File: config.mk
export PLATFORM = sky130hd
export DESIGN_NAME = adder_driver
export DESIGN_NICKNAME = d
export VERILOG_FILES = /design/src/rtl/adder_driver.sv
export SDC_FILE = /design/constraint.sdc
export NUM_CORES = 1
export LEC_CHECK = 0
export CELL_PAD_IN_SITES_DETAIL_PLACEMENT = 2
export CELL_PAD_IN_SITES_GLOBAL_PLACEMENT = 2
export CORE_UTILIZATION = 41
export CTS_BUF_LIST = sky130_fd_sc_hd__clkbuf_4 sky130_fd_sc_hd__clkbuf_8
export DETAILED_ROUTE_END_ITERATION = 6
export GPL_TIMING_DRIVEN = 0
export PLACE_DENSITY = 0.89
export SYNTH_ARGS = -nofsm -noshare
export SYNTH_HDL_FRONTEND = slang
export SYNTH_SLANG_ARGS = --single-unit
File: constraint.sdc
create_clock -name clk -period 3.87 [get_ports clk]
set_input_delay 0.774 -clock clk [delete_from_list [all_inputs] [get_ports clk]]
set_output_delay 0.774 -clock clk [all_outputs]
set_load 0.03 [all_outputs]
File: src/rtl/adder_driver.sv
// Adder driver: buffers operand pairs in a small FIFO, presents each pair to an
// external combinational adder, waits SETTLE cycles, then captures and offers the sum.
module adder_driver #(
  parameter int DEPTH  = 4,
  parameter int SETTLE = 1
) (
  input  logic       clk,
  input  logic       rst_n,
  input  logic       in_valid,
  output logic       in_ready,
  input  logic [3:0] in_a,
  input  logic [3:0] in_b,
  output logic [3:0] drv_a,
  output logic [3:0] drv_b,
  input  logic [4:0] sum_c,
  output logic       out_valid,
  input  logic       out_ready,
  output logic [4:0] out_sum,
  output logic [7:0] result_count
);

  localparam int AW = $clog2(DEPTH);
  localparam int CW = AW + 1;
  localparam int SW = (SETTLE > 1) ? $clog2(SETTLE) : 1;
  localparam logic [SW-1:0] SETTLE_LOAD = SW'(SETTLE - 1);

  localparam logic [1:0] IDLE  = 2'd0;
  localparam logic [1:0] DRIVE = 2'd1;
  localparam logic [1:0] HOLD  = 2'd2;

  logic [7:0]    mem [DEPTH];
  logic [AW-1:0] wr_ptr_q, wr_ptr_d;
  logic [AW-1:0] rd_ptr_q, rd_ptr_d;
  logic [CW-1:0] count_q, count_d;
  logic [1:0]    state_q, state_d;
  logic [SW-1:0] settle_q, settle_d;
  logic [3:0]    drv_a_q, drv_a_d;
  logic [3:0]    drv_b_q, drv_b_d;
  logic [4:0]    out_sum_q, out_sum_d;
  logic          out_valid_q, out_valid_d;
  logic [7:0]    result_count_q, result_count_d;
  logic          push;
  logic          pop;
  logic [7:0]    head;

  // in_ready is forced low during reset so no pair can slip in while state is clearing
  assign in_ready     = rst_n && (count_q != CW'(DEPTH));
  assign push         = in_valid && in_ready;
  assign head         = mem[rd_ptr_q];
  assign drv_a        = drv_a_q;
  assign drv_b        = drv_b_q;
  assign out_sum      = out_sum_q;
  assign out_valid    = out_valid_q;
  assign result_count = result_count_q;

  always_comb begin
    state_d        = state_q;
    settle_d       = settle_q;
    drv_a_d        = drv_a_q;
    drv_b_d        = drv_b_q;
    out_sum_d      = out_sum_q;
    out_valid_d    = out_valid_q;
    result_count_d = result_count_q;
    pop            = 1'b0;
    case (state_q)
      IDLE: begin
        if (count_q != '0) begin
          pop      = 1'b1;
          drv_a_d  = head[7:4];
          drv_b_d  = head[3:0];
          settle_d = SETTLE_LOAD;
          state_d  = DRIVE;
        end
      end
      DRIVE: begin
        if (settle_q != '0) begin
          settle_d = settle_q - SW'(1);
        end else begin
          out_sum_d   = sum_c;
          out_valid_d = 1'b1;
          state_d     = HOLD;
        end
      end
      HOLD: begin
        if (out_ready) begin
          out_valid_d    = 1'b0;
          result_count_d = result_count_q + 8'd1;
          state_d        = IDLE;
        end
      end
      default: state_d = IDLE;
    endcase
  end

  always_comb begin
    wr_ptr_d = push ? wr_ptr_q + AW'(1) : wr_ptr_q;
    rd_ptr_d = pop  ? rd_ptr_q + AW'(1) : rd_ptr_q;
    count_d  = count_q;
    if (push && !pop) begin
      count_d = count_q + CW'(1);
    end else if (!push && pop) begin
      count_d = count_q - CW'(1);
    end
  end

  // Storage needs no reset: the cleared count makes stale entries unreachable
  always_ff @(posedge clk) begin
    if (push) begin
      mem[wr_ptr_q] <= {in_a, in_b};
    end
  end

  always_ff @(posedge clk) begin
    if (!rst_n) begin
      state_q        <= IDLE;
      wr_ptr_q       <= '0;
      rd_ptr_q       <= '0;
      count_q        <= '0;
      settle_q       <= '0;
      drv_a_q        <= '0;
      drv_b_q        <= '0;
      out_sum_q      <= '0;
      out_valid_q    <= 1'b0;
      result_count_q <= '0;
    end else begin
      state_q        <= state_d;
      wr_ptr_q       <= wr_ptr_d;
      rd_ptr_q       <= rd_ptr_d;
      count_q        <= count_d;
      settle_q       <= settle_d;
      drv_a_q        <= drv_a_d;
      drv_b_q        <= drv_b_d;
      out_sum_q      <= out_sum_d;
      out_valid_q    <= out_valid_d;
      result_count_q <= result_count_d;
    end
  end

endmodule

==> impl_metrics.env, run 1 <==
export IMPL_cpMostUsedCell="clkdlybuf4s50_1"
export IMPL_cp_required_ns=3.10
export IMPL_crit_type="input port to output pin"
export IMPL_final_common_cell="clkdlybuf4s50_1"
export IMPL_vdd_ir_drop_max_mv=0.3667
export IMPL_dr_total_vias=1724
export IMPL_grt_pass1_vias=1920
export IMPL_drv_slew=0
export IMPL_power_switching_mw=0.7512
export IMPL_cp_cell_sequence="clkdlybuf4s50_1 > inv_1 > buf_1 > a21oi_1 > clkdlybuf4s50_1"
export IMPL_path_delay_family="buffers and inverters"
export IMPL_fmax_mhz=289.8
export IMPL_cts_root_buf="clkbuf_8"
export IMPL_design_area_mm2=0.003201
export IMPL_endpoint_kind="output pin"
export IMPL_drt_iter0_markers=57
export IMPL_pre_cts_slack_ns=0.4665
export IMPL_diodes=0
export IMPL_clkPwrFrac_pct=26.7
export IMPL_place_congestion=0.6702
export IMPL_power_share_combinational_pct=33.0
export IMPL_internal_power_mw=1.449
export IMPL_power_leakage_nw=1.120
export IMPL_fp_row_count=28
export IMPL_switching_share_pct=34.15
export IMPL_grtUsageTotal_pct=24.94
export IMPL_syn_avg_cell_area_um2=13.76
export IMPL_die_w_um=80.36
export IMPL_fp_dieArea_mm2=0.006458
export IMPL_rsz0062_at_grt="no"
export IMPL_setup_viol=0
export IMPL_cts_tree="built"
export IMPL_synthesis_nets=207
export IMPL_p_seq_share_pct=40.4
export IMPL_clk_latency_ns=0.35
export IMPL_fin_crit_ns=3.451
export IMPL_final_layout_size_suffix_gt1_share_pct=13.45
export IMPL_rrSetupSlack_ns=1.00
export IMPL_utilization_pct=54.06
export IMPL_synth_distinct_cells=35
export IMPL_antenna_found_initial=0
export IMPL_grt_pass1_wl_um=11070
export IMPL_worstReg2RegStart="count_q[1]"
export IMPL_critPathLaunchType="input port"
export IMPL_worstSetupStartpoint="rst_n"
export IMPL_slowest_stage="clkdlybuf4s50_1"
export IMPL_cp_num_buf_inv=4
export IMPL_ant_nets=0
export IMPL_start_util_pct=42.52
export IMPL_drt_vias_per_instance=5.508
export IMPL_critPathCapture="in_ready"
export IMPL_path_clk_slew_ns=0.07
export IMPL_ys_warn_count=0
export IMPL_reg2reg_to="count_q[2]"
export IMPL_ctsHoldBuffers=0
export IMPL_ys_seq_area_share_pct=62.82
export IMPL_htree_levels=3
export IMPL_post_cts_buffers=0
export IMPL_timing_final_ws_setup_ns=0.4194
export IMPL_overflow=0
export IMPL_dp_hpwl_um=4846
export IMPL_fin_cells=313
export IMPL_hp_class="register to register"
export IMPL_relSlewSlack_pct=31.09
export IMPL_first_pass_iters=4
export IMPL_reg2reg_depth=9
export IMPL_outcome="complete, no violations"
export IMPL_io_buffers=39
export IMPL_drv_cap=0
export IMPL_cts_sinks=63
export IMPL_slowest_delay_ns=0.70
export IMPL_mostFrequentLayoutCells="39 x clkdlybuf4s50_1, 32 x edfxtp_1, 31 x dfxtp_1"
export IMPL_syn2layout_area_growth_pct=27.14
export IMPL_grt_max_degree=12
export IMPL_crit_path_max_fanout=10
export IMPL_fin_skew_ns=0.01611
export IMPL_clk_path_buf_depth=2
export IMPL_wl_per_cell_um=22.97
export IMPL_netlist_area_mm2=0.002517
export IMPL_ys_seq_elements=63
export IMPL_hold_viol_final=0
export IMPL_worstPathArrival_ns=2.68
export IMPL_setup_tns_ns=0
export IMPL_worst_slew_pin_slew_ns=1.025
export IMPL_wl_um=7191
export IMPL_netlist_instances=183
export IMPL_layout_nets=257
export IMPL_dp_cells=297
export IMPL_fin_crit_sh_pct=89.16
export IMPL_numCtsBuffers=9
export IMPL_placed_area_mm2=0.003002
export IMPL_cp_depth=5
export IMPL_die_y_um=80.36
export IMPL_post_route_drc_count=0
export IMPL_core_mm2=0.005921
export IMPL_post_cts_resized=0
export IMPL_cellPowerDensity_mw_per_mm2=687.3
export IMPL_io_pins=40
## kinds of logic (layout without fill, tap and decap cells)
logic type	after synthesis	count (layout)	share of synthesized area [%]
muxes	18	18	11.13
adders and majority gates	7	7	3.777
AOI/OAI and AO/OA	25	25	6.759
xor gates and xnor gates	4	4	1.392
DFF	63	63	62.82
buffers and inverters	15	70	2.783
and+or+nand+nor	51	51	11.33
## per-layer routing
metal / routed length (µm) / GRT usage, % / vias to the layer above
met5: 0 / 0 / -
met4: 237 / 14.11 / 0
met3: 175 / 3.864 / 18
met2: 3940 / 45.51 / 40
met1: 2837 / 27.21 / 892
li1: - / - / 774
## per-stage QoR
stage          total power [mW]  hold slack [ns]
6_report                  2.200           0.4704
5_1_grt                   2.303           0.4922
4_1_cts                   2.221           0.4827
3_5_place_dp              1.624           0.4709
3_3_place_gp              1.554           0.4488
2_1_floorplan             1.347           0.4677
## registers in the layout (all words and copies together) (netlist names)
| name | count |
|---|---|
| out_sum | 5 |
| result_count | 8 |
| mem | 32 |
| drv_a | 4 |
| rd_ptr_q | 2 |
| drv_b | 4 |
| count_q | 3 |
| state_q | 2 |
| out_valid | 1 |
| wr_ptr_q | 2 |
## power by group through the flow
stage | clock network [mW] | registers (mW) | logic [mW]
after floorplan | 0 | 0.991 | 0.355
after global placement | 0 | 0.884 | 0.670
after detailed placement | 0 | 0.901 | 0.723
after CTS | 0.594 | 0.890 | 0.737
after global routing | 0.618 | 0.902 | 0.783
final | 0.587 | 0.888 | 0.725
## tightest hold or removal path, cell delays in order, from the launching register on
cell and delay (ns):
dfxtp_1 0.31, nand2_1 0.05, o2bb2ai_1 0.06
## worst min-delay path by stage
stage,start,end,slack [ns],cells after the start
6_report,drv_b[1],drv_b[1],0.47,2
2_1_floorplan,wr_ptr_q[1],wr_ptr_q[1],0.47,2
4_1_cts,drv_b[1],drv_b[1],0.48,2
5_1_grt,drv_a[2],drv_a[2],0.49,2
3_5_place_dp,drv_a[2],drv_a[2],0.47,2
3_3_place_gp,drv_b[3],drv_b[3],0.45,2
## cells in the mapped netlist
library cell	number	area [µm²]
o31ai_1	3	22.52
nand3b_1	1	7.510
a211oi_2	1	12.51
and2_1	4	25.02
fa_1	1	20.02
buf_4	1	7.510
o21ai_0	5	25.02
or3_1	3	18.77
nor4_2	1	12.51
nor3_1	1	5.000
nor2b_1	1	6.260
buf_6	1	11.26
nand2b_1	1	6.260
dfxtp_1	31	620.6
mux4_2	8	180.2
clkbuf_1	1	3.750
or4_1	3	22.52
ha_1	6	75.07
nand4b_4	1	23.77
buf_1	3	11.26
a21oi_1	8	40.04
inv_1	7	26.28
nor4b_1	1	8.760
nor3_2	1	10.01
o2bb2ai_1	8	70.07
xor2_1	4	35.03
nand2_1	15	56.30
or3_2	1	7.510
nor2_1	14	52.55
edfxtp_1	32	960.9
nand4b_1	1	8.760
nand4_1	1	6.260
buf_2	2	10.01
mux2i_1	10	100.1
nor3b_1	1	7.510
## final cells by class
cell class	count	area (µm²)
Tap cell	75	93.84
Clock buffer	12	152.6
Buffer	8	43.79
Timing Repair Buffer	39	390.4
Multi-Input combinational cell	105	865.8
Fill cell	567	2720
Inverter	7	26.28
Clock inverter	4	46.29
Sequential cell	63	1582
Note: power is estimated with default switching activity, not from simulation.
==> run 2, diff against run 1 <==
--- a/config.mk
+++ b/config.mk
@@ -7,6 +7,7 @@
 export LEC_CHECK = 0
 export CELL_PAD_IN_SITES_DETAIL_PLACEMENT = 2
 export CELL_PAD_IN_SITES_GLOBAL_PLACEMENT = 2
+export CORE_MARGIN = 2
 export CORE_UTILIZATION = 41
 export CTS_BUF_LIST = sky130_fd_sc_hd__clkbuf_4 sky130_fd_sc_hd__clkbuf_8
 export DETAILED_ROUTE_END_ITERATION = 6
==> run 2 against run 1 <==
Effect of this change:
- die area rose by 5.0%
- first-iteration DRC count increased by 30%
- cell count shrank 0.32%
- critical path type unchanged
- largest cell class unchanged
- largest power group unchanged
==> impl_metrics.env, run 2 (synthesis results as in run 1) <==
export IMPL_io_buffers=39
export IMPL_crit_type="input port to output pin"
export IMPL_dp_hpwl_um=4640
export IMPL_drt_iter0_markers=74
export IMPL_rsz0062_at_grt="no"
export IMPL_endpoint_kind="output pin"
export IMPL_htree_levels=3
export IMPL_critPathLaunchType="input port"
export IMPL_post_cts_resized=0
export IMPL_grt_max_degree=11
export IMPL_clk_latency_ns=0.34
export IMPL_drt_vias_per_instance=5.228
export IMPL_final_common_cell="clkdlybuf4s50_1"
export IMPL_setup_tns_ns=0
export IMPL_numCtsBuffers=9
export IMPL_cellPowerDensity_mw_per_mm2=662.3
export IMPL_die_y_um=82.36
export IMPL_wl_per_cell_um=20.34
export IMPL_setup_viol=0
export IMPL_fp_row_count=28
export IMPL_drv_cap=0
export IMPL_clk_path_buf_depth=2
export IMPL_syn2layout_area_growth_pct=25.99
export IMPL_hold_viol_final=0
export IMPL_io_pins=40
export IMPL_vdd_ir_drop_max_mv=0.3006
export IMPL_fp_dieArea_mm2=0.006783
export IMPL_cts_tree="built"
export IMPL_place_congestion=0.6873
export IMPL_p_total_mw=2.101
export IMPL_fmax_mhz=287.2
export IMPL_die_w_um=82.36
export IMPL_largest_reg_flops=32
export IMPL_core_mm2=0.005921
export IMPL_mostFrequentLayoutCells="39 x clkdlybuf4s50_1, 32 x edfxtp_1, 31 x dfxtp_1"
export IMPL_power_leakage_nw=1.112
export IMPL_grt_pass1_wl_um=9763
export IMPL_hp_class="register to register"
export IMPL_drv_slew=0
export IMPL_cp_required_ns=3.10
export IMPL_post_route_drc_count=0
export IMPL_fin_crit_sh_pct=89.97
export IMPL_ctsHoldBuffers=0
export IMPL_worst_slew_pin_slew_ns=0.9454
export IMPL_grtUsageTotal_pct=20.84
export IMPL_dr_total_vias=1631
export IMPL_top_register="mem"
export IMPL_path_clk_slew_ns=0.07
export IMPL_diodes=0
export IMPL_crit_path_max_fanout=10
export IMPL_start_util_pct=42.52
export IMPL_antenna_found_initial=0
export IMPL_grt_pass1_vias=1791
export IMPL_outcome="complete, no violations"
export IMPL_ant_nets=0
export IMPL_layout_nets=257
export IMPL_cts_root_buf="clkbuf_8"
export IMPL_dp_cells=297
export IMPL_fin_cells=312
export IMPL_first_pass_iters=4
export IMPL_fin_crit_ns=3.482
export IMPL_final_layout_size_suffix_gt1_share_pct=13.50
export IMPL_timing_final_ws_setup_ns=0.3882
export IMPL_rrSetupSlack_ns=1.06
export IMPL_relSlewSlack_pct=36.45
export IMPL_overflow=0
export IMPL_fin_skew_ns=0.01204
export IMPL_pre_cts_slack_ns=0.3912
export IMPL_wl_um=6346
export IMPL_worstPathArrival_ns=2.71
export IMPL_cts_sinks=63
export IMPL_post_cts_buffers=0
export IMPL_n_fill_cell=562
-- run 2: changes by cell type in the layout (fill, tap and decap cells not counted), sizes merged --
| cell | before | now |
|---|---|---|
| bufinv | 1 | 0 |
| clkbuf | 13 | 14 |
| clkinvlp | 1 | 0 |
-- run 2: path summary, 6_finish.rpt --
path | start | cells past startpoint | end
hold reg to reg | drv_b[3] | 2 | drv_b[3]
hold / removal | drv_b[3] | 2 | drv_b[3]
setup reg to reg | count_q[1] | 9 | count_q[2]
setup / recovery | rst_n | 5 | in_ready
-- run 2: critical path, stage by stage --
cell and delay (ns):
clkdlybuf4s50_1 0.57, inv_1 0.15, buf_1 0.30, a21oi_1 0.21, clkdlybuf4s50_1 0.70
-- run 2: routing by layer --
layer / routed length, µm / part of all wire [%] / global-route usage, %
met5: 0 / 0 / 0
met3: 167 / 2.6 / 5.870
met2: 3389 / 53 / 35.73
met1: 2724 / 43 / 24.54
met4: 65 / 1.0 / 8.500
-- run 2: stage by stage --
step / util, % / hold slack (ns) / area, µm²
6_report: 53.57 / 0.4714 / 3172
2_1_floorplan: - / 0.4677 / 2517
3_3_place_gp: 50.70 / 0.4506 / 3002
3_5_place_dp: 50.70 / 0.4704 / 3002
5_1_grt: 53.57 / 0.5052 / 3172
4_1_cts: 53.57 / 0.4802 / 3172
-- run 2: final cells by class --
type                            count  area, µm²  share of cell area [%]
Tap cell                           75      93.84                   2.959
Buffer                              8      43.79                   1.381
Multi-Input combinational cell    105      865.8                   27.30
Inverter                            7      26.28                  0.8284
Clock inverter                      2      10.01                  0.3156
Clock buffer                       13      160.2                   5.049
Sequential cell                    63       1582                   49.86
Timing Repair Buffer               39      390.4                   12.31
-- run 2: power breakdown --
group / switching (mW) / total, mW / internal (mW) / leakage (nW)
sequential: 0.0691 / 0.883 / 0.814 / 0.544
clock: 0.234 / 0.500 / 0.266 / 0.0935
combinational: 0.412 / 0.718 / 0.306 / 0.475
